`config.mk`:
```
export PLATFORM = sky130hd
export DESIGN_NAME = input_debounce_sync
export DESIGN_NICKNAME = d
export VERILOG_FILES = /design/src/rtl/input_debounce_sync.sv
export SDC_FILE = /design/constraint.sdc
export NUM_CORES = 1
export LEC_CHECK = 0
export CAP_MARGIN = 20
export CORE_MARGIN = 1
export CORE_UTILIZATION = 40
export DETAILED_ROUTE_END_ITERATION = 8
export PLACE_DENSITY_LB_ADDON = 0.15
export SYNTH_ARGS = -nofsm -noshare
export SYNTH_HDL_FRONTEND = slang
export SYNTH_SLANG_ARGS = --single-unit
export TNS_END_PERCENT = 30
```
`constraint.sdc`:
```
create_clock -name clk -period 2.8 [get_ports clk]
set_clock_uncertainty 0.15 [all_clocks]
set_input_delay 0.84 -clock clk [delete_from_list [all_inputs] [get_ports clk]]
set_output_delay 0.84 -clock clk [all_outputs]
set_load 0.03 [all_outputs]
```
`src/rtl/input_debounce_sync.sv`:
```
// -----------------------------------------------------------------------------
// input_debounce_sync
//
// Conditions a raw asynchronous, possibly bouncing single-bit input for the
// downstream D flip-flop test stage. The input passes through a plain flop
// synchronizer chain. A two-state debounce FSM then accepts a new level only
// after it has been seen on the last synchronizer stage for DEBOUNCE_CYCLES
// consecutive clocks.
//
// Ports
//   clk            : single clock, rising edge
//   async_reset_n  : asynchronous active-low reset, highest priority
//   sync_reset     : synchronous active-high clear, sampled on clk
//   i_value        : raw asynchronous input
//   o_value        : debounced, synchronized level
//   o_rise         : one-cycle strobe, coincident with o_value going 0->1
//   o_fall         : one-cycle strobe, coincident with o_value going 1->0
//   o_busy         : high while a candidate level is being qualified
// -----------------------------------------------------------------------------
module input_debounce_sync #(
   parameter int   SYNC_STAGES     = 2,
   parameter int   DEBOUNCE_CYCLES = 4,
   parameter int   CNT_W           = 8,
   parameter logic RESET_VALUE     = 1'b0
) (
   input  logic clk,
   input  logic async_reset_n,
   input  logic sync_reset,
   input  logic i_value,
   output logic o_value,
   output logic o_rise,
   output logic o_fall,
   output logic o_busy
);

   typedef enum logic {
      STABLE = 1'b0,
      CHECK  = 1'b1
   } state_t;

   // Commit happens when the counter already holds DEBOUNCE_CYCLES-1.
   // Entering CHECK counts as the first sample.
   localparam logic [CNT_W-1:0] CNT_LAST = CNT_W'(DEBOUNCE_CYCLES - 1);

   logic [SYNC_STAGES-1:0] sync_q, sync_d;
   state_t                 state_q, state_d;
   logic [CNT_W-1:0]       cnt_q, cnt_d;
   logic                   value_q, value_d;
   logic                   rise_q, rise_d;
   logic                   fall_q, fall_d;
   logic                   s;

   // Synchronizer: a straight shift chain. Only the clear mux sits in front of
   // the flops. No logic sits between stages.
   always_comb begin
      if (sync_reset) begin
         sync_d = {SYNC_STAGES{RESET_VALUE}};
      end else begin
         sync_d = {sync_q[SYNC_STAGES-2:0], i_value};
      end
   end

   assign s = sync_q[SYNC_STAGES-1];

   // Debounce FSM: next state, counter, level and strobes
   always_comb begin
      state_d = state_q;
      cnt_d   = cnt_q;
      value_d = value_q;
      rise_d  = 1'b0;
      fall_d  = 1'b0;

      if (sync_reset) begin
         state_d = STABLE;
         cnt_d   = '0;
         value_d = RESET_VALUE;
      end else begin
         case (state_q)
            STABLE: begin
               if (s != value_q) begin
                  state_d = CHECK;
                  cnt_d   = CNT_W'(1);
               end
            end
            CHECK: begin
               if (s == value_q) begin
                  // Glitch: drop all partial credit.
                  state_d = STABLE;
                  cnt_d   = '0;
               end else if (cnt_q == CNT_LAST) begin
                  state_d = STABLE;
                  cnt_d   = '0;
                  value_d = s;
                  rise_d  = s;
                  fall_d  = ~s;
               end else begin
                  cnt_d = cnt_q + CNT_W'(1);
               end
            end
            default: begin
               state_d = STABLE;
               cnt_d   = '0;
            end
         endcase
      end
   end

   always_ff @(posedge clk or negedge async_reset_n) begin
      if (!async_reset_n) begin
         sync_q  <= {SYNC_STAGES{RESET_VALUE}};
         state_q <= STABLE;
         cnt_q   <= '0;
         value_q <= RESET_VALUE;
         rise_q  <= 1'b0;
         fall_q  <= 1'b0;
      end else begin
         sync_q  <= sync_d;
         state_q <= state_d;
         cnt_q   <= cnt_d;
         value_q <= value_d;
         rise_q  <= rise_d;
         fall_q  <= fall_d;
      end
   end

   assign o_value = value_q;
   assign o_rise  = rise_q;
   assign o_fall  = fall_q;
   assign o_busy  = (state_q == CHECK);

endmodule

```
After elaboration in Yosys (flattened, before gate mapping)
Index checks and enable logic that the tools add are counted.
{"block": "word_totals", "output_inout_bits": 4, "wordCells": 40, "reg_bits": 14, "input_bits": 4}
{"block": "op_classes", "mux": 23, "bitwise": 2, "n_eq_ne": 5, "n_reduce_logical": 3, "n_addsub": 1}
{"cell": "8-bit two-way mux", "n": 4}
{"cell": "1-bit two-way mux", "n": 16}
{"cell": "8-bit one-hot mux with 2 select lines", "n": 1}
{"cell": "8-bit by 1-bit adder with 8-bit output (second input constant)", "n": 1}
{"cell": "8-bit by 2-bit == test with 1-bit output (second input constant)", "n": 1}
{"cell": "2-bit nonzero test", "n": 2}
{"cell": "3-bit inequality test (second input constant)", "n": 1}
{"cell": "3-bit AND reduction", "n": 1}
{"cell": "2-bit two-way mux", "n": 1}
{"cell": "2-bit inequality test (second input constant)", "n": 1}
{"cell": "1-bit inverter", "n": 2}
{"cell": "1-bit one-hot mux with 2 select lines", "n": 1}
{"cell": "1-bit == test", "n": 1}
{"cell": "1-bit inequality test", "n": 1}

Logic depth before layout (Yosys ltp)
Gate-level depths: netlist (run 1).
{"block": "logic_depth", "depth_word": 5, "ltp_mapped": 5, "depth_no_buf": 5}

Worst setup path before layout (run 1)
Ideal clock, no wire load.
{"block": "synth_timing", "path_type": "input-to-reg", "from": "input port sync_reset", "to": "register cnt_q[0]", "arrival_ns": 1.451, "required_time_ns": 2.529, "path_buffers": 1, "path_stages": 4, "slack_ns": 1.078, "setup_ns": 0.121, "path_cell_list": "and2b_1 -> buf_6 -> and2_4 -> a22o_1"}
{"block": "synth_via", "elab_chain_cells": 1, "elab_cells_between_ends": 2, "classes_between": "eq/ne: 1; mux: 1"}
{"element": "start, declared", "line_no": "28", "rtl": "input logic sync_reset,"}
{"element": "3-bit inequality test (no line) or 8-bit two-way mux (tied branches)"}
{"element": "end signal, assigned", "line_no": "119", "rtl": "cnt_q <= cnt_d;"}
{"element": "end, declared", "line_no": "47", "rtl": "logic [CNT_W-1:0] cnt_q, cnt_d;"}
Parallel ways exist; a longest one is shown, timed or not.
A chain may end at the register's enable or synchronous reset.

Final worst setup path (run 1)
{"block": "layout_timing", "from": "register value_q (netlist: o_value)", "to": "output port o_value"}
{"element": "start, declared", "line_no": "48", "rtl": "logic value_q, value_d;"}
{"element": "start signal, assigned", "line_no": "120", "rtl": "value_q <= value_d;"}
{"element": "end, declared", "line_no": "30", "rtl": "output logic o_value,"}
No word-level cell between the ends.

==> results of run 1 <==
flip-flops by register name, indices dropped and copies added (netlist names):
| signal | count |
|---|---|
| o_value | 1 |
| sync_q | 2 |
| o_busy | 1 |
| cnt_q | 8 |
| o_fall | 1 |
| o_rise | 1 |
path summary, 6_finish.rpt:
path	to	from	cells past startpoint
setup / recovery	o_value	o_value$_DFFE_PN0P_	1
setup reg to reg	cnt_q[2]$_DFFE_PN0P_	cnt_q[0]$_DFFE_PN0P_	5
min in group asynchronous	cnt_q[6]$_DFFE_PN0P_	async_reset_n	1
max in group asynchronous	sync_q[1]$_DFF_PN0_	async_reset_n	1
hold reg to reg	sync_q[1]$_DFF_PN0_	sync_q[0]$_DFF_PN0_	1
hold / removal	sync_q[1]$_DFF_PN0_	sync_q[0]$_DFF_PN0_	1
cells by family after synthesis:
kind of cell               count (synthesis)
and+or+nand+nor                           36
DFF                                       14
AOI/OAI and AO/OA                          8
buffers and inverters                      5
xor gates and xnor gates                   4
muxes                                      2
adders and majority gates                  1
layout by cell type (no fill, tap or decap), types with 2 or more instances in the layout:
master           Yosys  layout
xor2_1               2       2
nand2_1             12      12
clkbuf_4             0       3
xnor2_1              2       2
nand3_2              2       2
nor2b_1              2       2
nand3_1              4       4
inv_1                2       2
nor2_1               5       5
nand4_1              4       4
mux2i_1              2       2
o21ai_0              3       3
clkdlybuf4s50_1      0       7
dfrtp_1             14      14
area by class of cell:
type,count,share of cell area
Multi-Input combinational cell,51,0.408
Tap cell,24,0.0364
Sequential cell,14,0.425
Inverter,2,0.00910
Timing Repair Buffer,8,0.0941
Clock buffer,3,0.0273
stage by stage:
stage,instances,setup WS (ps)
floorplan,70,1080
global placement,99,463
finish,102,456
detailed placement,99,445
CTS,102,447
global route,102,406
power by group through the flow:
stage | registers, uW | logic (uW) | clock network [uW]
after global placement | 211 | 20.9 | 0
after floorplan | 211 | 9.23 | 0
final | 207 | 20.3 | 112
after global routing | 207 | 23.3 | 124
after CTS | 207 | 21.0 | 114
after detailed placement | 211 | 21.0 | 0
per-layer routing:
layer  part of all wire  up-vias  track usage  wire (um)
met4              0.020        0       0.0909         25
li1                   -      261            -          -
met5                  0        -            0          0
met1               0.52      248        0.245        663
met3              0.053        4       0.0367         68
met2               0.41       14        0.218        519
cell usage after synthesis (all sizes together):
cell type / count
nor2: 5
and2b: 1
a22o: 1
and2: 1
o21a: 1
xnor2: 2
mux2i: 2
clkbuf: 1
o21ai: 4
ha: 1
nor3b: 1
o2111ai: 1
nor3: 2
xor2: 2
nand2: 12
nor4: 1
nor4b: 1
nor2b: 2
inv: 2
nand4: 4
a41oi: 1
buf: 2
dfrtp: 14
nand3: 6
==> metrics.txt, run 1 <==
Num CTS Buffers=3; post-DR wirelength/cell=between 10 and 15 um; register bit total from synthesis=14; critical path's slowest cell=clkdlybuf4s50_1; status=complete, no violations; GRT Overall Usage=0.165; Sw Share=0.224; Reg power frac=0.610; Vias=between 500 and 600; Skew-Pair Late Insertion Delay=about 280 ps; die area=1960 um2; XOR/XNOR Fraction of Synth Area=0.0490; CP bufs+invs=1; post-CTS setup buffers=0; Tot Pwr=approximately 340 uW; worst hold slack=around 340 ps; first-pass GRT wire length=around 2300 um; HP Class=flip-flop to flip-flop; area of the multi-input gates=about 340 um2; reg2reg setup slack=1080 ps; # clock sinks=14; Finished Cell Area=approximately 800 um2; PostCTS Resize Cnt=0; ANT cells=0; Worst-path clk slew=about 80 ps; dpl cell area=around 800 um2; Post-Synthesis Cell Area=between 700 and 800 um2; Slew headroom=0.602; CP Capture Type=output port; placed wire-length estimate=slightly above 900 um; Worst Tran Pin Value=596 ps; Syn Nets=75; largest family of logic cells by synthesized area=simple AND/OR/NAND/NOR gates; PortBufs=7; Post-CTS Hold Fix Bufs=0; CORE AREA=between 1500 and 2000 um2; CTS Buffer Depth=2; Filler Cell Count=between 100 and 150; Setup-failing EPs final=0; DRT Pass-1 Iters=4; RSZ-0062 raised after global routing=no; final wirelength=~1300 um; final period utilization=0.837; TNS Setup=0 ps; utilization after layout=0.517; initial antenna violation count=0; Crit path max-delay family=buffers and inverters; NumNets Final=between 80 and 90; Mapped Cells=70; io pins=8; pwr dens=411 nW/um2; count of pins over their slew limit=0; Cell Int Power=between 200 and 300 uW; Vias/cell=~5.2; Rows=14; Comb pwr share=0.060; Fin. Hold Viols=0; post-synth top area cell=dfrtp_1; crit-path max FO=4; largest net degree at the start of global routing=15; Syn. warnings=0; GPL Wtd Cong=around 0.77; post-synthesis compound-gate area fraction=0.0753; total of max-cap violations=0; Die W=~44 um; Sequential Area=350 um2; area grow syn2layout=15.4%; top cells by area, synth=dfrtp_1 49%, nand2_1 6.3%, nand4_1 3.5%; multiplexer share of the synthesized area=0.0280; initial cell density of the core=0.448; clock power share=0.330; Yosys cell types=28; Yosys top cell area share=0.490; CTS tree=yes; Worst EP required=roughly 1800 ps; WP data arrival=1350 ps; # DRC=0; Overflow after GRT=0; antenna-violating nets left=0; Peak Freq=roughly 430 MHz; Lkg Pwr=roughly 0.00035 uW; Root Driver=clkbuf_4; layout cells sized above 1=0.128; crit path kind=flip-flop to output port; die height=approximately 44 um; final worst path period need=2340 ps; Sw Pwr=approximately 76 uW; CP peak stage delay=690 ps; crit path launch type=flip-flop; initial drt markers=10; Syn Area/Cell=~10 um2; sequential share of the synthesized area=0.490; peak supply drop=0.191 mV; H-tree levels=1; number of global-route vias before repair=between 500 and 600; post-synthesis simple-gate area fraction=0.301; critical-path cell list=clkdlybuf4s50_1; Synth Area in Adders=0.0175
Power figures use the tool's default switching activity.
==> run 2: changes to the inputs <==
==> constraint.sdc (replaced) <==
create_clock -name clk -period 2.3 [get_ports clk]
set_clock_uncertainty 0.15 [all_clocks]
set_input_delay 0.69 -clock clk [delete_from_list [all_inputs] [get_ports clk]]
set_output_delay 0.69 -clock clk [all_outputs]
set_load 0.03 [all_outputs]
==> metrics.txt, run 2 (synthesis results as in run 1) <==
status=complete, no violations; PostCTS Resize Cnt=0; count of pins over their slew limit=0; Rows=14; number of global-route vias before repair=between 400 and 500; worst hold slack=338 ps; crit path launch type=flip-flop; area grow syn2layout=20.5%; Crit path max-delay family=buffers and inverters; Post-CTS Hold Fix Bufs=0; Worst EP required=between 1000 and 1500 ps; # clock sinks=14; Filler Cell Count=around 150; CTS tree=yes; crit path kind=flip-flop to output port; ANT cells=0; Lkg Pwr=between 0.0003 and 0.0004 uW; post-CTS setup buffers=0; worst slack at placement=~150 ps; RSZ-0062 raised after global routing=no; WP data arrival=around 1400 ps; Sequential Area=roughly 350 um2; Final WS setup=approximately 100 ps; placed wire-length estimate=between 800 and 900 um; CTS Buffer Depth=2; TNS Setup=0 ps; final wirelength=between 1000 and 1500 um; final period utilization=0.956; crit-path max FO=4; Overflow after GRT=0; final worst path period need=about 2200 ps; Worst Tran Pin Value=307 ps; Worst-path clk slew=roughly 80 ps; peak supply drop=between 0.2 and 0.3 mV; PortBufs=7; initial cell density of the core=0.448; H-tree levels=1; Fin. Hold Viols=0; post-DR wirelength/cell=11.7 um; Largest Register=cnt_q; Skew-Pair Late Insertion Delay=270 ps; die height=44.3 um; Root Driver=clkbuf_4; Vias/cell=a little under 5; dpl cell area=825 um2; pwr dens=529 nW/um2; initial antenna violation count=0; Num CTS Buffers=3; GRT Overall Usage=0.158; Peak Freq=around 450 MHz; CP bufs+invs=1; Vias=a little over 500; total of max-cap violations=0; antenna-violating nets left=0; largest net degree at the start of global routing=15; Die W=44.3 um; CORE AREA=1590 um2; HP Class=flip-flop to flip-flop; critical path's slowest cell=clkdlybuf4s50_1; Slew headroom=0.795; Largest regs=cnt_q (8), sync_q (2); die area=about 2000 um2; most frequent cells in the layout=14 x dfrtp_1, 12 x nand2_1, 7 x clkdlybuf4s50_1; Finished Cell Area=about 860 um2; CP Capture Type=output port; Setup-failing EPs final=0; max reg flops=8; initial drt markers=2; io pins=8; most common cell after layout, fill and taps aside=dfrtp_1; GPL Wtd Cong=between 0.7 and 0.8; CP peak stage delay=just under 700 ps; layout cells sized above 1=0.171; critical-path cell list=clkdlybuf4s50_1; area of the multi-input gates=~340 um2; # DRC=0; first-pass GRT wire length=2130 um; NumNets Final=~90; utilization after layout=0.540; DRT Pass-1 Iters=3
## run 2: cell types whose count changed in the layout (fill, tap and decap cells not counted), sizes merged
cell,delta
buf,+3
clkbuf,+1
## run 2: where the power goes
part	switching, uW	total [uW]	internal (uW)
clock	78.6	175	96.2
combinational	15.6	29.7	14.1
sequential	2.31	251	249
total	96.5	456	359
## run 2: final timing paths
check / start / endpoint / slack [ps] / cells after the start
max: o_value$_DFFE_PN0P_ / o_value / 100 / 1
min: sync_q[0]$_DFF_PN0_ / sync_q[1]$_DFF_PN0_ / 340 / 1
max reg2reg: cnt_q[0]$_DFFE_PN0P_ / cnt_q[0]$_DFFE_PN0P_ / 650 / 5
min reg2reg: sync_q[0]$_DFF_PN0_ / sync_q[1]$_DFF_PN0_ / 340 / 1
max in group asynchronous: async_reset_n / cnt_q[4]$_DFFE_PN0P_ / 1260 / 2
min in group asynchronous: async_reset_n / cnt_q[7]$_DFFE_PN0P_ / 570 / 2
## run 2: area by class of cell
| class | count | share of cell area |
|---|---|---|
| sequential | 14 | 0.407 |
| timing repair buffer | 11 | 0.116 |
| tap | 24 | 0.0349 |
| inverter | 2 | 0.00872 |
| clock buffer | 4 | 0.0422 |
| multi-input combinational | 51 | 0.391 |
## run 2: metrics by stage
stage / total power (uW) / cells
floorplan: 268 / 70
finish: 456 / 106
CTS: 463 / 106
detailed placement: 287 / 102
global placement: 286 / 102
global route: 478 / 106
## run 2: per-layer routing
metal / routed length (um) / global-route usage / vias to the layer above / part of all wire
met1: 633 / 0.207 / 229 / 0.51
met5: 0 / 0 / - / 0
met4: 34 / 0.109 / 0 / 0.027
met3: 31 / 0.0367 / 4 / 0.025
met2: 540 / 0.229 / 7 / 0.44
li1: - / - / 269 / -
==> run 3: changes to the inputs <==
--- a/config.mk
+++ b/config.mk
@@ -5,7 +5,6 @@
 export SDC_FILE = /design/constraint.sdc
 export NUM_CORES = 1
 export LEC_CHECK = 0
-export CAP_MARGIN = 20
 export CORE_MARGIN = 1
 export CORE_UTILIZATION = 40
 export DETAILED_ROUTE_END_ITERATION = 8
==> results of run 3 <==
No change in the layout: final DEF, timing and power equal those of run 2.
